### config.mk
export PLATFORM = sky130hd
export DESIGN_NAME = hex_scan_driver
export DESIGN_NICKNAME = d
export VERILOG_FILES = /design/src/rtl/hex_scan_driver.sv
export SDC_FILE = /design/constraint.sdc
export NUM_CORES = 1
export LEC_CHECK = 0
export ABC_AREA = 1
export CAP_MARGIN = 30
export CORE_ASPECT_RATIO = 1.25
export CORE_MARGIN = 3
export CORE_UTILIZATION = 40
export CTS_CLUSTER_DIAMETER = 50
export DETAILED_ROUTE_END_ITERATION = 8
export RECOVER_POWER = 100
export SETUP_SLACK_MARGIN = 0.2
export SLEW_MARGIN = 30
export SYNTH_ARGS = -nofsm -noshare
export SYNTH_HDL_FRONTEND = slang
export SYNTH_SLANG_ARGS = --single-unit
### constraint.sdc
create_clock -name clk_i -period 1.87 [get_ports clk_i]
set_input_delay 0.187 -clock clk_i [delete_from_list [all_inputs] [get_ports clk_i]]
set_output_delay 0.187 -clock clk_i [all_outputs]
set_load 0.03 [all_outputs]
### src/rtl/hex_scan_driver.sv
// +----------------------------------------------------------------------------+
// | hex_scan_driver                                                            |
// | Time-multiplexes a shadowed hex value onto one 7-seg decoder + anodes,     |
// | with dead time between digits. Option: HEX_SCAN_LEADING_ZERO_BLANK_EN.     |
// | Revision: 1.0                                                              |
// +----------------------------------------------------------------------------+
`default_nettype none

module hex_scan_driver #(
  parameter int DIGITS      = 4,
  parameter int REFRESH_DIV = 50000,
  parameter int DEAD_CYCLES = 8
) (
  input  logic                                            clk_i,
  input  logic                                            rst_i,
  input  logic [4*DIGITS-1:0]                             data_i,
  input  logic                                            load_i,
  input  logic                                            scan_en_i,
  output logic [3:0]                                      hex_o,
  output logic                                            en_o,
  output logic [DIGITS-1:0]                               an_o,
  output logic [((DIGITS > 1) ? $clog2(DIGITS) : 1)-1:0]  digit_idx_o
);

  localparam int IDX_W   = (DIGITS > 1) ? $clog2(DIGITS) : 1;
  localparam int CNT_MAX = (REFRESH_DIV > DEAD_CYCLES) ? REFRESH_DIV : DEAD_CYCLES;
  localparam int CNT_W   = $clog2(CNT_MAX + 1);
  localparam bit HAS_DEAD = (DEAD_CYCLES > 0);

  localparam logic [CNT_W-1:0] DEAD_LAST  = CNT_W'((DEAD_CYCLES > 0) ? DEAD_CYCLES - 1 : 0);
  localparam logic [CNT_W-1:0] DRIVE_LAST = CNT_W'(REFRESH_DIV - 1);
  localparam logic [IDX_W-1:0] IDX_LAST   = IDX_W'(DIGITS - 1);

  localparam logic [0:0] S_DEAD  = 1'b0;
  localparam logic [0:0] S_DRIVE = 1'b1;

  logic [0:0]          state_q, state_d;
  logic [CNT_W-1:0]    cnt_q, cnt_d;
  logic [IDX_W-1:0]    idx_q, idx_d;
  logic [4*DIGITS-1:0] shadow_q, shadow_d;
  logic [3:0]          hex_q, hex_d;
  logic [DIGITS-1:0]   an_q, an_d;
  logic                en_q, en_d;

  logic dead_done;
  logic drive_done;
  logic enter_drive;
  logic go_dark;
  logic blank;

  assign dead_done  = !HAS_DEAD || (cnt_q == DEAD_LAST);
  assign drive_done = (cnt_q == DRIVE_LAST);

  // Entry covers DEAD->DRIVE and the DRIVE->DRIVE rollover when there is no dead time.
  assign enter_drive = scan_en_i && (state_d == S_DRIVE) &&
                       ((state_q == S_DEAD) || drive_done);
  assign go_dark     = !scan_en_i || ((state_q == S_DRIVE) && drive_done && HAS_DEAD);

`ifdef HEX_SCAN_LEADING_ZERO_BLANK_EN
  logic [DIGITS-1:0] upper_zero;

  for (genvar k = 0; k < DIGITS; k++) begin : g_upper_zero
    assign upper_zero[k] = (shadow_q[4*DIGITS-1:4*k] == '0);
  end

  assign blank = (idx_d != '0) && upper_zero[idx_d];
`else
  assign blank = 1'b0;
`endif

  always_ff @(posedge clk_i or posedge rst_i) begin
    if (rst_i) begin
      state_q  <= S_DEAD;
      cnt_q    <= '0;
      idx_q    <= '0;
      shadow_q <= '0;
      hex_q    <= '0;
      an_q     <= '1;
      en_q     <= 1'b0;
    end else begin
      state_q  <= state_d;
      cnt_q    <= cnt_d;
      idx_q    <= idx_d;
      shadow_q <= shadow_d;
      hex_q    <= hex_d;
      an_q     <= an_d;
      en_q     <= en_d;
    end
  end

  always_comb begin
    state_d  = state_q;
    cnt_d    = cnt_q;
    idx_d    = idx_q;
    shadow_d = load_i ? data_i : shadow_q;
    if (!scan_en_i) begin
      state_d = S_DEAD;
      cnt_d   = '0;
    end else begin
      case (state_q)
        S_DEAD: begin
          if (dead_done) begin
            state_d = S_DRIVE;
            cnt_d   = '0;
          end else begin
            cnt_d = cnt_q + 1'b1;
          end
        end
        S_DRIVE: begin
          if (drive_done) begin
            idx_d   = (idx_q == IDX_LAST) ? '0 : idx_q + 1'b1;
            cnt_d   = '0;
            state_d = HAS_DEAD ? S_DEAD : S_DRIVE;
          end else begin
            cnt_d = cnt_q + 1'b1;
          end
        end
        default: begin
          state_d = S_DEAD;
          cnt_d   = '0;
        end
      endcase
    end
  end

  // Old shadow contents are latched at entry, so a coincident LOAD shows next time.
  always_comb begin
    hex_d = hex_q;
    an_d  = an_q;
    en_d  = en_q;
    if (go_dark) begin
      an_d = '1;
      en_d = 1'b0;
    end else if (enter_drive) begin
      hex_d = shadow_q[4*idx_d +: 4];
      if (blank) begin
        an_d = '1;
        en_d = 1'b0;
      end else begin
        an_d = ~(DIGITS'(1) << idx_d);
        en_d = 1'b1;
      end
    end
  end

  assign hex_o       = hex_q;
  assign en_o        = en_q;
  assign an_o        = an_q;
  assign digit_idx_o = idx_q;

endmodule

`default_nettype wire
After elaboration in Yosys (flattened, before gate mapping) --
Index checks and enable logic that the tools add are counted.
Storage, ports and cells: word-level logic and storage cells 41, input port bits 20, RAM bits 0, flip-flop bits (word level) 44, bits in read-only memories 0, output and inout port bits 11, bits in latches 0, memories kept 0
Cells by class: eq/ne operators 3, bitwise logic cells 3, add/sub/neg operators 2, mux-type cells 16, $mul 0, shift operators 2, divide/modulo/power cells 0, reduce and logical (&&, ||, !) cells 8, order comparisons 0
Operators with widths (count):
- $mux W16 | 3
- $pmux W16 S2 | 1
- $add A16 B1 Y16 const B | 1
- $eq A16 B16 Y1 const B | 1
- $eq A16 B3 Y1 const B | 1
- $shiftx A16 B5 Y4 | 1
- $mux W2 | 4
- $mux W4 | 2
- $mux W1 | 5
- $not A4 Y4 | 1
- $shl A1 B2 Y4 const A | 1
- $logic_and A1 B1 Y1 | 3
- $add A2 B1 Y2 const B | 1
- $eq A2 B2 Y1 const B | 1
- $logic_or A1 B1 Y1 | 2
- $not A1 Y1 | 2
- $pmux W1 S2 | 1
- $reduce_and A2 Y1 | 1
- $reduce_bool A2 Y1 | 1
- $logic_not A1 Y1 | 1

Logic depth before layout (Yosys ltp) --
Gate-level depths: netlist (run 1).
depth in word-level cells 9, gate-level depth with buffers 15, depth with buffers taken out 14

Worst setup path before layout (run 1) --
OpenSTA, ideal clock, no wires.
kind register to register, start register idx_q[0] (netlist: digit_idx_o[0]), end register hex_q[0] (netlist: hex_o[0]), buffers on the path 1, period minus slack after synthesis 1737 ps, data arrival time 1672 ps, slack 133 ps, data required time 1805 ps, stages on the path, launching flop included 12, library setup time 65 ps, cell sequence dfrtp_1 > ha_1 > nor2_1 > nand4_4 > nand2_4 > buf_12 > nand2_2 > nand2_1 > nand2_1 > nand2_1 > nand2_1 > nand2_1
Between the ends: word-level cells in the longest chain between the ends 6, elaborated cells between the ends (all ways) 7, classes of those cells 1 x add/sub; 1 x eq/ne; 1 x shift; 4 x mux
Ends and longest elaborated chain:
- start, declared | line 39 | logic [IDX_W-1:0] idx_q, idx_d;
- start signal, assigned | line 83 | idx_q <= idx_d;
- $add A2 B1 Y2 / $eq A2 B2 Y1 (equally long branches) | line 111 | idx_d = (idx_q == IDX_LAST) ? '0 : idx_q + 1'b1;
- $mux W2 | line 111
- $mux W2 | line 110 | if (drive_done) begin
- $mux W2 | line 100 | case (state_q)
- $mux W2 * | line 96 | if (!scan_en_i) begin
- via idx_d[0] | line 39
- $shiftx A16 B5 Y4 * | line 135 | hex_d = shadow_q[4*idx_d +: 4];
- end signal, assigned | line 77 | hex_q <= '0;
- end signal, assigned | line 85 | hex_q <= hex_d;
- end, declared | line 41 | logic [3:0] hex_q, hex_d;
The timed path passes the listed nets; every way through them passes the cells marked *. A chain may end at the register's enable or synchronous reset.

Worst setup path in the final report (run 1) --
start register cnt_q[1], end register hex_q[3] (netlist: hex_o[3])
Between the ends: word-level cells in the longest chain between the ends 7, elaborated cells between the ends (all ways) 17, classes of those cells 2 x eq/ne; 1 x shift; 7 x mux; 1 x bitwise; 6 x reduce/logical
Ends and longest elaborated chain:
- start, declared | line 38 | logic [CNT_W-1:0] cnt_q, cnt_d;
- start signal, assigned | line 82 | cnt_q <= cnt_d;
- branches (longest 7 deep; another with $eq A16 B16 Y1)
Several ways; the timed one is not identified.

==> results of run 1 <==
## worst max-delay path, stage by stage (launching register included)
cell,delay (ns)
dfrtp_1,0.40
ha_4,0.16
nand2_4,0.06
nor2_8,0.11
nand2_4,0.07
nor2_8,0.12
nand3_4,0.13
nand2_8,0.14
buf_6,0.11
nand3_1,0.06
nand2_1,0.09
nand2_1,0.07
nand2_1,0.06
nand2_1,0.04
nand2_1,0.05
## synth_stat cells (2+ instances only)
| cell | instances |
|---|---|
| xor2_1 | 3 |
| nand3_1 | 20 |
| mux2_2 | 16 |
| nand2_4 | 3 |
| ha_1 | 2 |
| nand2_1 | 54 |
| inv_1 | 20 |
| nor3b_1 | 2 |
| nor3_1 | 10 |
| nand4_1 | 3 |
| dfrtp_1 | 40 |
| dfstp_2 | 4 |
| a31oi_1 | 3 |
| nand2_2 | 7 |
| nor2_8 | 2 |
| a21oi_1 | 4 |
| xnor2_1 | 2 |
| inv_2 | 3 |
| nor2_1 | 24 |
| nor2_2 | 4 |
| o21ai_0 | 2 |
| o21ai_1 | 3 |
## layout make-up
| class | count | area (sq um) |
|---|---|---|
| multi-input combinational | 172 | 1150 |
| sequential | 44 | 1110 |
| tap | 62 | 77.6 |
| clock buffer | 8 | 90.1 |
| timing repair buffer | 56 | 503 |
| fill | 476 | 2250 |
| inverter | 23 | 86.3 |
## stage by stage
step | cells | cell area, sq um | hold slack, ns | setup WS [ns]
after floorplan | 242 | 2270 | 0.323 | 0.158
after CTS | 360 | 2930 | 0.231 | 0.124
after global placement | 347 | 2760 | 0.447 | 0.0565
after global routing | 365 | 3020 | 0.501 | 0.0172
after detailed placement | 347 | 2760 | 0.462 | 0.0286
final | 365 | 3020 | 0.480 | 0.133
## registers in the layout, summed over array words and instances, names as in the netlist
| register | flops |
|---|---|
| cnt_q | 16 |
| shadow_q | 16 |
| an_o | 4 |
| hex_o | 4 |
| digit_idx_o | 2 |
| en_o | 1 |
| state_q | 1 |
## timing repair
action                     CTS  global route
setup buffers                5             4
cloned                       0             1
pin swaps                    4            12
resized for setup           10            28
setup endpoints to repair   14            21
## per-layer routing
metal	GRT usage, %	vias to the layer above	part of all wire [%]
met1	18.2	855	41
li1	-	913	-
met5	0	-	0
met4	6.00	0	2.3
met3	3.57	10	3.3
met2	27.2	32	53
## layout by cell type, fill, tap and decap left out, types with 5 or more instances in the layout
cell             synthesis  routed
buf_4                    0      16
inv_1                   20      19
nor2_1                  24      20
nand2_2                  7      13
nand2_1                 54      47
clkdlybuf4s50_1          0      16
dlygate4sd2_1            0       5
nor3_1                  10       8
dlygate4sd3_1            0       9
dfrtp_1                 40      39
nor2_2                   4       5
clkbuf_8                 0       6
mux2_2                  16      16
nand3_1                 20      17
clkbuf_1                 1       5
## where the power goes
group / leakage, nW / total [mW] / switching (mW) / internal, mW
Combinational: 0.787 / 0.242 / 0.119 / 0.124
Clock: 0.0455 / 0.605 / 0.304 / 0.301
Sequential: 0.551 / 1.04 / 0.0357 / 1.01
## logic make-up after synthesis
group | count (synthesis)
flops | 44
buf+inv | 27
xor+xnor | 5
compound gates | 14
fa+ha+maj | 2
simple gates | 134
mux | 16
## worst max-delay path by stage
| stage | start | endpoint | slack, ns | depth (start not counted) |
|---|---|---|---|---|
| after floorplan | cnt_q[0]$_DFF_PP0_ | hex_o[0]$_DFFE_PP0P_ | 0.16 | 15 |
| after global placement | cnt_q[0]$_DFF_PP0_ | hex_o[1]$_DFFE_PP0P_ | 0.06 | 12 |
| after detailed placement | cnt_q[0]$_DFF_PP0_ | hex_o[1]$_DFFE_PP0P_ | 0.03 | 12 |
| after CTS | cnt_q[1]$_DFF_PP0_ | hex_o[2]$_DFFE_PP0P_ | 0.12 | 14 |
| after global routing | cnt_q[0]$_DFF_PP0_ | hex_o[3]$_DFFE_PP0P_ | 0.02 | 14 |
| final | cnt_q[1]$_DFF_PP0_ | hex_o[3]$_DFFE_PP0P_ | 0.13 | 14 |
==> results.toml, run 1 <==
[route]
final_antenna_net_count = 0
routed-via-count = 1810
routedWlPerCell_um = 13.2
first_iter_violations = 64
drc = 0
vias_per_cell = 4.96
finalWirelength_mm = 4.82
firstDrtPassIters = 4

[logic_synthesis]
muxShareOfSynthArea_pct = 7.98
synth_top_cell_area_share_pct = 44.3
synth.largest_area_cell = "dfrtp_1"
avgSynthCellArea_sq_um = 9.33
synthAdderAreaFrac_pct = 1.11
synth-compound-area-share_pct = 3.88
syn_inst = 242
ys.flop_type = "dfrtp_1"
seq_area_frac_synth_pct = 49.0
synth_xor_area_share_pct = 1.94
synth_nets = 264
synth-simple-area-share_pct = 30.8
synth_area_sq_mm = 0.00226
synth_area_leaders = "dfrtp_1 44%, nand2_1 9.0%, mux2_2 8.0%"
ys_ff_latch = 44
ys_warn_count = 0
synth_edf_count = 0
async_reset_ff_share_pct = 100
synth_top_family_by_area = "simple AND/OR/NAND/NOR gates"
ys_types = 33

[clock_network]
postCtsHoldBufs = 0
ctsHtreeMaxLevel = 2
cts_tree = "yes"
cts_sinks = 44
clockBufferDepth = 2
clkTransAtPathRegs_ns = 0.08
cts-root-buf = "clkbuf_8"
clk_latency_ns = 0.29
cts_buffers = 5

[hold_path]
holdCritPathClass = "flip-flop to flip-flop"
hold_path_startpoint = "hex_o[1]$_DFFE_PP0P_"
min_path_cells = 2
holdPathEnd = "hex_o[1]$_DFFE_PP0P_"

[floorplan]
fp.dieH_um = 90.0
fp.coreArea_sq_mm = 0.00526
start_util_pct = 42.9
die-area_sq_mm = 0.00659
rows = 29
io_pins = 31
die_w_um = 73.2

[worst_setup_path]
crit_fanout = 5
cp_data_arrival_time_ns = 1.97
rrSetupSlack_ns = 0.13
worstSetupPathType = "flip-flop to flip-flop"
critPathLaunchType = "flip-flop"
required_ns = 2.10
r2r-end = "hex_o[3]$_DFFE_PP0P_"
timing.rr.start = "cnt_q[1]$_DFF_PP0_"
cp-end-kind = "flip-flop"
rr_worst_depth = 14

[power]
power.total_mw = 1.89
total_leakage_power_nw = 1.38
power.density_mw_per_mm2 = 627
vdd_ir_drop_max_v = 0.000436

[global_routing]
antenna_found_initial = 0
grt_max_degree = 45
grt_pass1_vias = 1875
grt_pass1_wl_mm = 8.22
grt_overflow = 0
grt_usage_pct = 15.7

[sta]
worst_slew_pin_slew_ns = 1.07
fin_setup_tns_ns = 0
timing.final.crit_share_pct = 92.9
setup_viol = 0
rsz0062_at_grt = "yes"
drv_slew = 0
timing.fmax_mhz = 576
slew_headroom_pct = 28.6
finClkSkew_ns = 0.00636
hold_viol_final = 0
fin_crit_ns = 1.74

[cells_and_area]
drive_gt1_share_pct = 30.7
antenna_cells = 0
finalNetCount = 324
fin_util_pct = 57.3
area_growth_syn_to_layout_pct = 33.6

[place]
port_buffers = 30
hpwl_mm = 3.52
gp_congestion = 0.840

[run]
maxCapViolations = 0

[status]
outcome = "finished, final reports clean"
(Power assumes the default switching activity.)
==> run 2, diff against run 1 <==
==> constraint.sdc (replaced) <==
create_clock -name clk_i -period 2.1 [get_ports clk_i]
set_input_delay 0.21 -clock clk_i [delete_from_list [all_inputs] [get_ports clk_i]]
set_output_delay 0.21 -clock clk_i [all_outputs]
set_load 0.03 [all_outputs]
==> run 2 against run 1 <==
  * Register-to-register slack improved by 0.08 ns
  * Non-clock buffer count down 12
  * Sequential cell count is the same
  * Critical endpoint is now hex_o[2]$_DFFE_PP0P_
==> results.toml, run 2 (synthesis results as in run 1) <==
[route]
final_antenna_net_count = 0
routedWlPerCell_um = 13.4
drc = 0
first_iter_violations = 61
finalWirelength_mm = 4.74
routed-via-count = 1764
vias_per_cell = 5.00
firstDrtPassIters = 4

[power]
power.density_mw_per_mm2 = 591
swShare_pct = 23.5
power.switching_mw = 0.397
p_int_mw = 1.29
comb_power_share_pct = 12.2
seqPwrFrac_pct = 55.1
vdd_ir_drop_max_v = 0.000375
total_leakage_power_nw = 1.32
power_frac_clock_pct = 32.8

[clock_network]
postCtsHoldBufs = 0
ctsHtreeMaxLevel = 2
cts_buffers = 5
clk_latency_ns = 0.29
cts-root-buf = "clkbuf_8"
cts_tree = "yes"
cts_sinks = 44
clkTransAtPathRegs_ns = 0.07
clockBufferDepth = 2

[global_routing]
grt_usage_pct = 15.0
grt_overflow = 0
grt_pass1_wl_mm = 7.83
grt_max_degree = 45
grt_pass1_vias = 1750
antenna_found_initial = 0

[worst_setup_path]
cp-end-kind = "flip-flop"
critPathLaunchType = "flip-flop"
required_ns = 2.33
worstSetupPathType = "flip-flop to flip-flop"
cp_data_arrival_time_ns = 2.12
crit_fanout = 7

[cells_and_area]
antenna_cells = 0
reg_top3 = "cnt_q: 16 flops, shadow_q: 16 flops"
drive_gt1_share_pct = 23.7
mostFrequentLayoutCells = "51 x nand2_1, 40 x dfrtp_1, 25 x nor2_1"
final_common_cell = "nand2_1"
finalNetCount = 313
fin_util_pct = 54.3
fin_area_sq_mm = 0.00286
area_growth_syn_to_layout_pct = 26.6

[place]
placedInstanceArea_sq_mm = 0.00263
preCtsSetupSlack_ns = 0.174
gp_congestion = 0.790
port_buffers = 30
hpwl_mm = 3.39

[run]
maxCapViolations = 0

[sta]
fin_setup_tns_ns = 0
timing.final.crit_share_pct = 90.0
fin_ws_ns = 0.210
timing.fmax_mhz = 529
rsz0062_at_grt = "yes"
worst_slew_pin_slew_ns = 1.04
drv_slew = 0
setup_viol = 0
hold_viol_final = 0
finClkSkew_ns = 0.0104
whs_ns = 0.490
slew_headroom_pct = 30.7
fin_crit_ns = 1.89

[status]
outcome = "finished, final reports clean"

[hold_path]
holdCritPathClass = "flip-flop to flip-flop"

[floorplan]
rows = 29
fp.dieH_um = 90.0
die_w_um = 73.2
fp.coreArea_sq_mm = 0.00526
start_util_pct = 42.9
die-area_sq_mm = 0.00659
io_pins = 31
run 2: final timing paths:
kind | from | to | slack [ns] | cells after the start
max in group asynchronous | rst_i | hex_o[1]$_DFFE_PP0P_ | 0.77 | 3
min in group asynchronous | rst_i | cnt_q[7]$_DFF_PP0_ | 0.69 | 3
min | hex_o[3]$_DFFE_PP0P_ | hex_o[3]$_DFFE_PP0P_ | 0.49 | 2
min reg2reg | hex_o[3]$_DFFE_PP0P_ | hex_o[3]$_DFFE_PP0P_ | 0.49 | 2
max | cnt_q[0]$_DFF_PP0_ | hex_o[2]$_DFFE_PP0P_ | 0.21 | 14
max reg2reg | cnt_q[0]$_DFF_PP0_ | hex_o[2]$_DFFE_PP0P_ | 0.21 | 14
run 2: critical path: stages (launching register included):
cell     delay [ns]
dfrtp_1        0.40
ha_4           0.17
nand2_4        0.07
nor2_8         0.15
nand2_4        0.06
nor2_4         0.19
nand3_4        0.15
nand2_8        0.16
buf_6          0.11
nand3_1        0.08
nand2_2        0.09
nand2_2        0.05
nand2_1        0.05
nand2_1        0.05
nand2_1        0.05
run 2: power by group through the flow:
stage	clock, mW	combinational (mW)	sequential [mW]
floorplan	0	0.0958	0.963
global placement	0	0.209	0.943
detailed placement	0	0.211	0.944
CTS	0.587	0.211	0.928
global route	0.621	0.229	0.936
finish	0.554	0.205	0.930
run 2: final cells by class:
class / instances / area [sq um]
Sequential cell: 44 / 1110
Multi-Input combinational cell: 173 / 1080
Clock buffer: 7 / 96.3
Tap cell: 62 / 77.6
Timing Repair Buffer: 44 / 407
Inverter: 23 / 86.3
Fill cell: 469 / 2400
run 2: timing repair:
item,in CTS,in global routing
resized for setup,1,11
pin swaps,1,8
buffers inserted,2,8
setup endpoints to repair,2,10
gates cloned,0,2
run 2: metal layers:
metal | vias up | share of wire (%) | GRT usage [%]
met2 | 38 | 53 | 26.3
met4 | 0 | 2.7 | 5.85
li1 | 886 | - | -
met5 | - | 0 | 0
met1 | 828 | 40 | 17.5
met3 | 12 | 3.7 | 3.01
run 2: through the flow:
step	power [mW]	instances
5_1_grt	1.78	353
6_report	1.69	353
3_3_place_gp	1.15	334
2_1_floorplan	1.06	242
3_5_place_dp	1.15	334
4_1_cts	1.73	343
